--- config.mk ---
export PLATFORM = sky130hd
export DESIGN_NAME = axis_dma_unpacker
export DESIGN_NICKNAME = d
export VERILOG_FILES = /design/src/rtl/axis_dma_unpacker.sv
export SDC_FILE = /design/constraint.sdc
export NUM_CORES = 1
export LEC_CHECK = 0
export CAP_MARGIN = 20
export CORE_UTILIZATION = 40
export CTS_CLUSTER_SIZE = 24
export DETAILED_ROUTE_END_ITERATION = 7
export HOLD_SLACK_MARGIN = 0.05
export SYNTH_ARGS = -nofsm -noshare
export SYNTH_HDL_FRONTEND = slang
export SYNTH_SLANG_ARGS = --single-unit
export TNS_END_PERCENT = 100
--- constraint.sdc ---
create_clock -name clk -period 6.84 [get_ports clk]
set_clock_uncertainty 0.2 [all_clocks]
set_input_delay 1.368 -clock clk [delete_from_list [all_inputs] [get_ports clk]]
set_output_delay 1.368 -clock clk [all_outputs]
set_load 0.03 [all_outputs]
--- src/rtl/axis_dma_unpacker.sv ---
// axis_dma_unpacker: buffers DMA words in a 2-entry FIFO, unpacks them LSB-first into narrow beats,
// regenerates frame boundaries on the beat stream and flags short/long input frames.
module axis_dma_unpacker #(
  parameter int IN_DATA_WIDTH  = 32,
  parameter int OUT_DATA_WIDTH = 8,
  parameter int FRAME_BYTES    = 784
) (
  input  logic                      clk,
  input  logic                      rst,
  input  logic                      s_axis_tvalid,
  input  logic [IN_DATA_WIDTH-1:0]  s_axis_tdata,
  input  logic                      s_axis_tlast,
  output logic                      s_axis_tready,
  output logic                      m_axis_tvalid,
  output logic [OUT_DATA_WIDTH-1:0] m_axis_tdata,
  output logic                      m_axis_tlast,
  input  logic                      m_axis_tready,
  input  logic                      err_clr,
  output logic                      err_short,
  output logic                      err_long,
  output logic                      frame_done
);
  localparam int RATIO       = IN_DATA_WIDTH / OUT_DATA_WIDTH;
  localparam int FRAME_WORDS = FRAME_BYTES / RATIO;
  localparam int IW          = RATIO > 1 ? $clog2(RATIO) : 1;
  localparam int WW          = FRAME_WORDS > 1 ? $clog2(FRAME_WORDS) : 1;
  localparam int BW          = FRAME_BYTES > 1 ? $clog2(FRAME_BYTES) : 1;
  localparam logic [IW-1:0] IDX_LAST  = IW'(RATIO - 1);
  localparam logic [WW-1:0] WORD_LAST = WW'(FRAME_WORDS - 1);
  localparam logic [BW-1:0] BEAT_LAST = BW'(FRAME_BYTES - 1);

  typedef enum logic [1:0] {EMPTY, ONE, TWO} occ_t;

  occ_t                     occ_q, occ_d;
  logic [IN_DATA_WIDTH-1:0] head_q, head_d, tail_q, tail_d;
  logic [IW-1:0]            idx_q;
  logic [WW-1:0]            wcnt_q;
  logic [BW-1:0]            bcnt_q;
  logic                     err_short_q, err_long_q;
  logic                     push, beat, pop, short_hit, long_hit;

  assign s_axis_tready = ~rst & (occ_q != TWO);
  assign m_axis_tvalid = occ_q != EMPTY;
  assign m_axis_tlast  = bcnt_q == BEAT_LAST;
  assign push          = s_axis_tvalid & s_axis_tready;
  assign beat          = m_axis_tvalid & m_axis_tready;
  assign pop           = beat & (idx_q == IDX_LAST);
  assign frame_done    = beat & m_axis_tlast;
  assign short_hit     = push & s_axis_tlast & (wcnt_q != WORD_LAST);
  assign long_hit      = push & ~s_axis_tlast & (wcnt_q == WORD_LAST);
  assign err_short     = err_short_q;
  assign err_long      = err_long_q;

  // A push coinciding with the final-byte pop can only happen from ONE, so the new word becomes head.
  always_comb begin
    occ_d  = occ_q;
    head_d = head_q;
    tail_d = tail_q;
    if (push & ~pop) begin
      occ_d  = occ_q == EMPTY ? ONE : TWO;
      head_d = occ_q == EMPTY ? s_axis_tdata : head_q;
      tail_d = occ_q == EMPTY ? tail_q : s_axis_tdata;
    end else if (pop & ~push) begin
      occ_d  = occ_q == TWO ? ONE : EMPTY;
      head_d = tail_q;
    end else if (pop & push) begin
      head_d = s_axis_tdata;
    end
  end

  always_comb begin
    m_axis_tdata = '0;
    for (int i = 0; i < RATIO; i++)
      if (idx_q == IW'(i)) m_axis_tdata = head_q[i*OUT_DATA_WIDTH +: OUT_DATA_WIDTH];
  end

  always_ff @(posedge clk) begin
    if (rst) begin
      occ_q       <= EMPTY;
      idx_q       <= '0;
      wcnt_q      <= '0;
      bcnt_q      <= '0;
      err_short_q <= 1'b0;
      err_long_q  <= 1'b0;
    end else begin
      occ_q       <= occ_d;
      idx_q       <= beat ? (pop ? '0 : idx_q + 1'b1) : idx_q;
      bcnt_q      <= beat ? (m_axis_tlast ? '0 : bcnt_q + 1'b1) : bcnt_q;
      wcnt_q      <= push ? ((s_axis_tlast | (wcnt_q == WORD_LAST)) ? '0 : wcnt_q + 1'b1) : wcnt_q;
      err_short_q <= short_hit | (err_short_q & ~err_clr);
      err_long_q  <= long_hit | (err_long_q & ~err_clr);
    end
  end

  always_ff @(posedge clk) begin
    head_q <= head_d;
    tail_q <= tail_d;
  end
endmodule

**Word level (Yosys, flattened, before mapping)**

Cells that the tools add are included.

- Bits in latches: 0
- Word-level logic and storage cells: 65
- Output and inout port bits: 14
- Bits in writable memories: 0
- Register bits: 88
- Bits in read-only memories: 0
- Memories: 0

- Eq/ne operators: 9
- Reductions and logical operators: 7
- Shift-type cells: 0
- Multiply operators: 0
- Div/mod/pow operators: 0
- Order comparisons: 0
- Mux-type cells: 15
- Bitwise logic cells: 23
- Add/sub/neg operators: 3

Operators by type and width:

| kind | number |
|---|---|
| $mux 32 | 4 |
| $mux 8 | 5 |
| $and 1x1->1 | 14 |
| $add 10x1->10 const B | 1 |
| $eq 10x10->1 const B | 1 |
| $mux 10 | 1 |
| $add 8x1->8 const B | 1 |
| $eq 8x8->1 const B | 1 |
| $mux 2 | 4 |
| $ne 8x8->1 const B | 1 |
| $eq 2x2->1 const B | 3 |
| $not 1->1 | 6 |
| $logic_not 2->1 | 2 |
| $reduce_and 2->1 | 2 |
| $reduce_bool 2->1 | 2 |
| $or 1x1->1 | 3 |
| $reduce_bool 3->1 | 1 |
| $add 2x1->2 const B | 1 |
| $eq 2x1->1 const B | 1 |
| $ne 2x1->1 const B | 1 |
| $ne 2x2->1 const B | 1 |
| $mux 1 | 1 |

**Depth between registers and ports, before layout**

Gate-level depths: netlist of the first run.

- Depth in word-level cells: 7
- Gate-level depth with buffers: 7
- Mapped depth without buffers: 6

**Least setup slack after synthesis of the first run**

OpenSTA, ideal clock, no wires.

- Kind: input -> register
- From: in rst
- To: reg head_q[0], enable pin
- Path slack: 2.081 ns
- Library setup time: 0.466 ns
- Required time: 6.174 ns
- Path buffers: 0
- Stages on the path: 3
- Arrival: 4.093 ns
- Cell sequence: and2b_1 nand2_1 o21ai_0

- Longest elaborated chain between the ends: 7
- Elaborated cells between the ends (all ways): 10

RTL lines:

| what | line | source |
|---|---|---|
| start: declaration | 9 | `input logic rst,` |
| $not 1->1 (*) | 42 | `assign s_axis_tready = ~rst & (occ_q != TWO);` |
| $and 1x1->1 (*) | 42 |  |
| $and 1x1->1 (*) | 45 | `assign push = s_axis_tvalid & s_axis_tready;` |
| $not 1->1 | 63 | `end else if (pop & ~push) begin` |
| $and 1x1->1 | 63 |  |
| $reduce_bool 3->1 (no source line) | -- |  |
| $reduce_and 2->1 (no source line) (*) | -- |  |
| end signal: assignment | 96 | `head_q <= head_d;` |
| end: declaration | 35 | `logic [IN_DATA_WIDTH-1:0] head_q, head_d, tail_q, tail_d;` |

Mark *: on every way between the ends. The rest lies on a longest branch, timed or not.
A chain may end at the register's enable or synchronous reset.

**Worst setup path after layout of the first run**

- From: in m_axis_tready
- To: out frame_done

- Longest elaborated chain between the ends: 2

RTL lines:

| what | line | source |
|---|---|---|
| start: declaration | 17 | `input logic m_axis_tready,` |
| $and 1x1->1 | 46 | `assign beat = m_axis_tvalid & m_axis_tready;` |
| $and 1x1->1 | 48 | `assign frame_done = beat & m_axis_tlast;` |
| end: declaration | 21 | `output logic frame_done` |

Every way passes these cells.

==> results of run 1 <==
[area by class of cell]
class                           instances  area (um^2)  share of cell area [%]
Tap cell                              129          161                    3.48
Sequential cell                        88         2400                    51.9
Multi-Input combinational cell        182         1330                    28.7
Inverter                                4         15.0                   0.324
Clock inverter                          6         68.8                    1.49
Clock buffer                           10          128                    2.76
Timing Repair Buffer                   53          526                    11.3
[flip-flops by register name (all words and copies together), names as in the netlist]
register / count
occ_q: 2
err_short: 1
wcnt_q: 8
err_long: 1
bcnt_q: 10
idx_q: 2
head_q: 32
tail_q: 32
[cell families (layout without fill, tap and decap cells)]
| kind of cell | Yosys count | after routing | synth area share (%) |
|---|---|---|---|
| and+or+nand+nor | 92 | 92 | 13.0 |
| buffers and inverters | 15 | 73 | 2.10 |
| muxes | 32 | 32 | 9.46 |
| DFF | 88 | 88 | 63.1 |
| adders and majority gates | 6 | 6 | 1.97 |
| AOI/OAI and AO/OA | 38 | 38 | 7.16 |
| xor gates and xnor gates | 14 | 14 | 3.22 |
[worst min-delay path by stage]
| stage | from | slack (ps) | end |
|---|---|---|---|
| floorplan | wcnt_q[1] | 250 | wcnt_q[1] |
| global placement | wcnt_q[1] | 260 | wcnt_q[1] |
| detailed placement | err_long | 270 | err_long |
| CTS | err_long | 290 | err_long |
| global route | err_long | 310 | err_long |
| finish | err_long | 280 | err_long |
[stage by stage]
step	total power [mW]	setup slack, ps
6_report	1.06	2190
5_1_grt	1.11	2060
4_1_cts	1.08	2160
3_5_place_dp	0.728	2170
3_3_place_gp	0.728	2200
2_1_floorplan	0.672	2080
[critical path, stage by stage]
cell,delay [ps]
clkdlybuf4s50_1,590
o21ai_4,140
nor4_4,280
clkdlybuf4s50_1,700
[layer usage]
layer | track usage [%] | vias to the layer above | wire length (um)
li1 | - | 1163 | -
met1 | 18.2 | 1143 | 3110
met2 | 25.7 | 49 | 3400
met3 | 5.06 | 4 | 317
met4 | 3.39 | 0 | 48
met5 | 0 | - | 0
[power by group through the flow]
stage / combinational, mW / sequential [mW] / clock (mW)
after floorplan: 0.0645 / 0.608 / 0
after global placement: 0.118 / 0.610 / 0
after detailed placement: 0.118 / 0.610 / 0
after CTS: 0.119 / 0.598 / 0.363
after global routing: 0.128 / 0.600 / 0.382
final: 0.117 / 0.598 / 0.349
[layout by cell type (no fill, tap or decap), types with 3 or more instances in the layout]
cell type / n
a21oi_1: 12
nor3_1: 6
nand4_1: 6
nor2_1: 19
clkdlybuf4s50_1: 51
inv_1: 4
a221oi_1: 7
and2_1: 3
mux2_2: 28
clkbuf_8: 9
mux2_1: 4
dfxtp_1: 24
nand2_1: 25
nor2b_1: 9
xor2_1: 5
nand3_1: 5
edfxtp_1: 64
o31ai_1: 8
xnor2_1: 9
ha_1: 6
==> out/metrics.cfg, run 1 <==
[route]
wl_per_cell_um=14.6
ant_nets=0
firstDrtPassIters=4
drc=0
via_count=2359
via_per_inst=5.00
drt_iter0_drc=76
routed_wl_um=6870

[place]
place_area_um2=4440
hpwl_um=4590
place_inst=456
place.gp.congestion=0.772
portBuffers=51

[sta]
finalMaxSlewViolations=0
finalHoldViolCount=0
period_share_pct=68.0
worstMarginPinSlew_ps=944
setup_tns_ps=0
maxSlewHeadroom_pct=36.9
period_needed_ps=4650
setup_violations=0
rsz0062_at_grt=no
hold_slack_ps=275
fmax_mhz=215

[yosys]
yosysTopAreaCell=edfxtp_1
synth_ff_type=edfxtp_1
netlist_top_cells_area=edfxtp_1 (50%), dfxtp_1 (13%), mux2_2 (8.3%)
synth_edf_count=64
avgSynthCellArea_um2=13.4
yosys_warnings=0
ys_top_cells_by_count=edfxtp_1 (64), mux2_2 (28), nand2_1 (25), dfxtp_1 (24), nor2_1 (19)
mappedNetlistNets=329
synth_top_area_share_pct=50.4
synth_most_common_cell=edfxtp_1
synth_area_um2=3810
ys_types=46
async_reset_ff_share_pct=0
ys_seq_area_share_pct=63.1
netlist_instances=285
synth-seq-cells=88

[die]
die_w_um=99.6
start_util_pct=41.2
dieArea_um2=9920
pin_count=52
fp-row-count=35
die_h_um=99.6
coreArea_um2=9240

[clocking]
cts_tree=built
worstSkewPairLatency_ps=340
cts.sinks=88
clk_pin_slew_ps=80
cts_buffer_depth=2
cts_hold_buf=0
cts_buffers=9
cts_setup_buffers=0
root_buffer=clkbuf_8
cts_resized=0
htree_levels=3

[power]
seq_power_share_pct=56.2
pwr-share-clk_pct=32.8
pwr-share-comb_pct=11.0
p_sw_mw=0.249
p_int_mw=0.816
swShare_pct=23.3
power_density_nw_per_um2=230
p_leak_nw=1.49
vdd_drop_max_v=0.000123

[global_routing]
grt_pass1_vias=2370
grt_pass1_wl_um=11200
antenna_found_initial=0
grt_max_degree=33
grt_overflow=0
grt_usage_pct=15.0

[critical_path]
crit_fanout=8
worstSetupStartpoint=m_axis_tready
reg2reg_slack_ps=3880
arrival_ps=3080
path_class=in2out
worstSetupStartpointType=input pin
r2r_start=idx_q[0]
critPathCaptureType=output port
crit_end=frame_done
required_ps=5270
r2r_cells=4
reg2reg_to=head_q[17]

[finish]
layout.cells.non_filler=472
fin_util_pct=50.1
n_fill_cell=834
fin_nets=382
drive_gt1_share_pct=15.7
area_delta_synth_final_pct=21.6
postLayoutCellArea_um2=4630
n_antenna_cell=0

[flow_run]
maxCapViolCount=0

[run_status]
status=complete, no violations

[worst_hold_path]
hp-class=reg2reg
hold_path_depth=2

Note: power is estimated with default switching activity, not from simulation.
==> inputs of run 2 (changes only) <==
==> constraint.sdc (replaced) <==
create_clock -name clk -period 4.3 [get_ports clk]
set_clock_uncertainty 0.2 [all_clocks]
set_input_delay 0.86 -clock clk [delete_from_list [all_inputs] [get_ports clk]]
set_output_delay 0.86 -clock clk [all_outputs]
set_load 0.03 [all_outputs]
==> out/metrics.cfg, run 2 (synthesis gave the netlist of run 1 again) <==
[critical_path]
crit_chain=inv_1, ha_1, nor2b_1, a221oi_1, o31ai_1, clkdlybuf4s50_1  ; was clkdlybuf4s50_1, o21ai_4, nor4_4, clkdlybuf4s50_1
path_class=reg2out  ; was in2out
reg2reg_slack_ps=1630  ; was 3880 ps
critPathSlowestCell=clkdlybuf4s50_1  ; unchanged
critPathCaptureType=output port  ; unchanged
crit_fanout=10  ; was 8
worstSetupStartpointType=flip-flop  ; was input pin
arrival_ps=2990  ; was 3080 ps
slowest_delay_ps=740  ; was 700 ps
required_ps=3240  ; was 5270 ps

[clocking]
clk_pin_slew_ps=80  ; about the same
cts_buffer_depth=2  ; unchanged
cts_setup_buffers=0  ; unchanged
cts.sinks=88  ; unchanged
root_buffer=clkbuf_8  ; unchanged
cts_hold_buf=0  ; unchanged
cts_tree=built  ; unchanged
cts_buffers=9  ; unchanged
htree_levels=3  ; unchanged
worstSkewPairLatency_ps=350  ; was 340 ps
cts_resized=0  ; unchanged

[sta]
period_share_pct=94.1
setup_violations=0  ; unchanged
setup_tns_ps=0  ; unchanged
hold_slack_ps=264  ; was 275 ps
finalMaxSlewViolations=0  ; unchanged
fmax_mhz=247
worstMarginPinSlew_ps=666  ; was 944 ps
rsz0062_at_grt=no  ; unchanged
maxSlewHeadroom_pct=55.6  ; was 36.9%
period_needed_ps=4050
finalHoldViolCount=0  ; unchanged

[place]
place_inst=458  ; was 456
hpwl_um=4690  ; was 4590 um
place.gp.congestion=0.768  ; was 0.772
portBuffers=51  ; unchanged

[power]
vdd_drop_max_v=0.000187  ; was 0.000123 V
p_leak_nw=1.50  ; was 1.49 nW
power_density_nw_per_um2=376  ; was 230 nW/um^2

[route]
routed_wl_um=6950  ; was 6870 um
via_count=2375  ; was 2359
wl_per_cell_um=14.7  ; was 14.6 um
firstDrtPassIters=4  ; unchanged
drc=0  ; unchanged
via_per_inst=5.01  ; was 5.00
ant_nets=0  ; unchanged
drt_iter0_drc=61  ; was 76

[worst_hold_path]
hp-class=reg2reg  ; unchanged

[die]
start_util_pct=41.2  ; unchanged
coreArea_um2=9240  ; unchanged
die_h_um=99.6  ; unchanged
pin_count=52  ; unchanged
fp-row-count=35  ; unchanged
dieArea_um2=9920  ; unchanged
die_w_um=99.6  ; unchanged

[finish]
drive_gt1_share_pct=15.7  ; about the same
multi_input_area_um2=1330  ; unchanged
n_fill_cell=840  ; was 834
seq_area_um2=2400  ; unchanged
n_antenna_cell=0  ; unchanged
top_regs=head_q (32), tail_q (32), bcnt_q (10)  ; unchanged
layout.cells.non_filler=474  ; was 472
fin_nets=384  ; was 382
mostFrequentLayoutCell=edfxtp_1  ; unchanged
layout_common_cells=edfxtp_1 (64), clkdlybuf4s50_1 (51), mux2_2 (28)  ; unchanged
area_delta_synth_final_pct=22.4  ; was 21.6%

[global_routing]
grt_pass1_vias=2276  ; was 2370
grt_overflow=0  ; unchanged
grt_max_degree=33  ; unchanged
grt_usage_pct=14.8  ; was 15.0%
grt_pass1_wl_um=11300  ; was 11200 um
antenna_found_initial=0  ; unchanged

[run_status]
status=complete, no violations  ; unchanged

[flow_run]
maxCapViolCount=0  ; unchanged

run 2: worst paths after layout:
kind,start,endpoint,cells after the start
max,idx_q[1],m_axis_tdata[7],6
min,err_long,err_long,2
min reg2reg,err_long,err_long,2
max reg2reg,idx_q[0],head_q[15],5
run 2: final cells by class:
| cell class | instances | share of cell area, % |
|---|---|---|
| sequential | 88 | 51.5 |
| multi-input combinational | 182 | 28.6 |
| timing repair buffer | 55 | 11.6 |
| tap | 129 | 3.46 |
| clock buffer | 11 | 2.82 |
| clock inverter | 5 | 1.72 |
| inverter | 4 | 0.322 |
run 2: per-layer routing:
metal | global-route usage [%] | vias up | share of wire (%)
met4 | 3.39 | 0 | 0.71
met2 | 23.7 | 57 | 47
met1 | 19.6 | 1136 | 48
li1 | - | 1177 | -
met3 | 4.99 | 5 | 4.7
met5 | 0 | - | 0
run 2: power breakdown:
part | internal, mW | switching (mW) | leakage (nW)
combinational | 0.0885 | 0.0982 | 0.620
clock | 0.328 | 0.285 | 0.102
sequential | 0.939 | 0.0133 | 0.780
total | 1.36 | 0.397 | 1.50
run 2: per-stage QoR:
step	power (mW)	setup slack (ps)	area, um^2	utilization (%)
after global placement	1.16	670	4450	48.2
final	1.75	253	4660	50.5
after CTS	1.78	286	4660	50.5
after detailed placement	1.16	649	4450	48.2
after floorplan	1.07	49.4	3810	-
after global routing	1.82	52.7	4660	50.5
run 2: worst max-delay path, delay by kind of cell (launching register included):
kind / cells / cell delay (ps)
buf+inv: 2 / 820
simple gates: 1 / 560
compound gates: 2 / 550
flops: 1 / 390
fa+ha+maj: 1 / 320
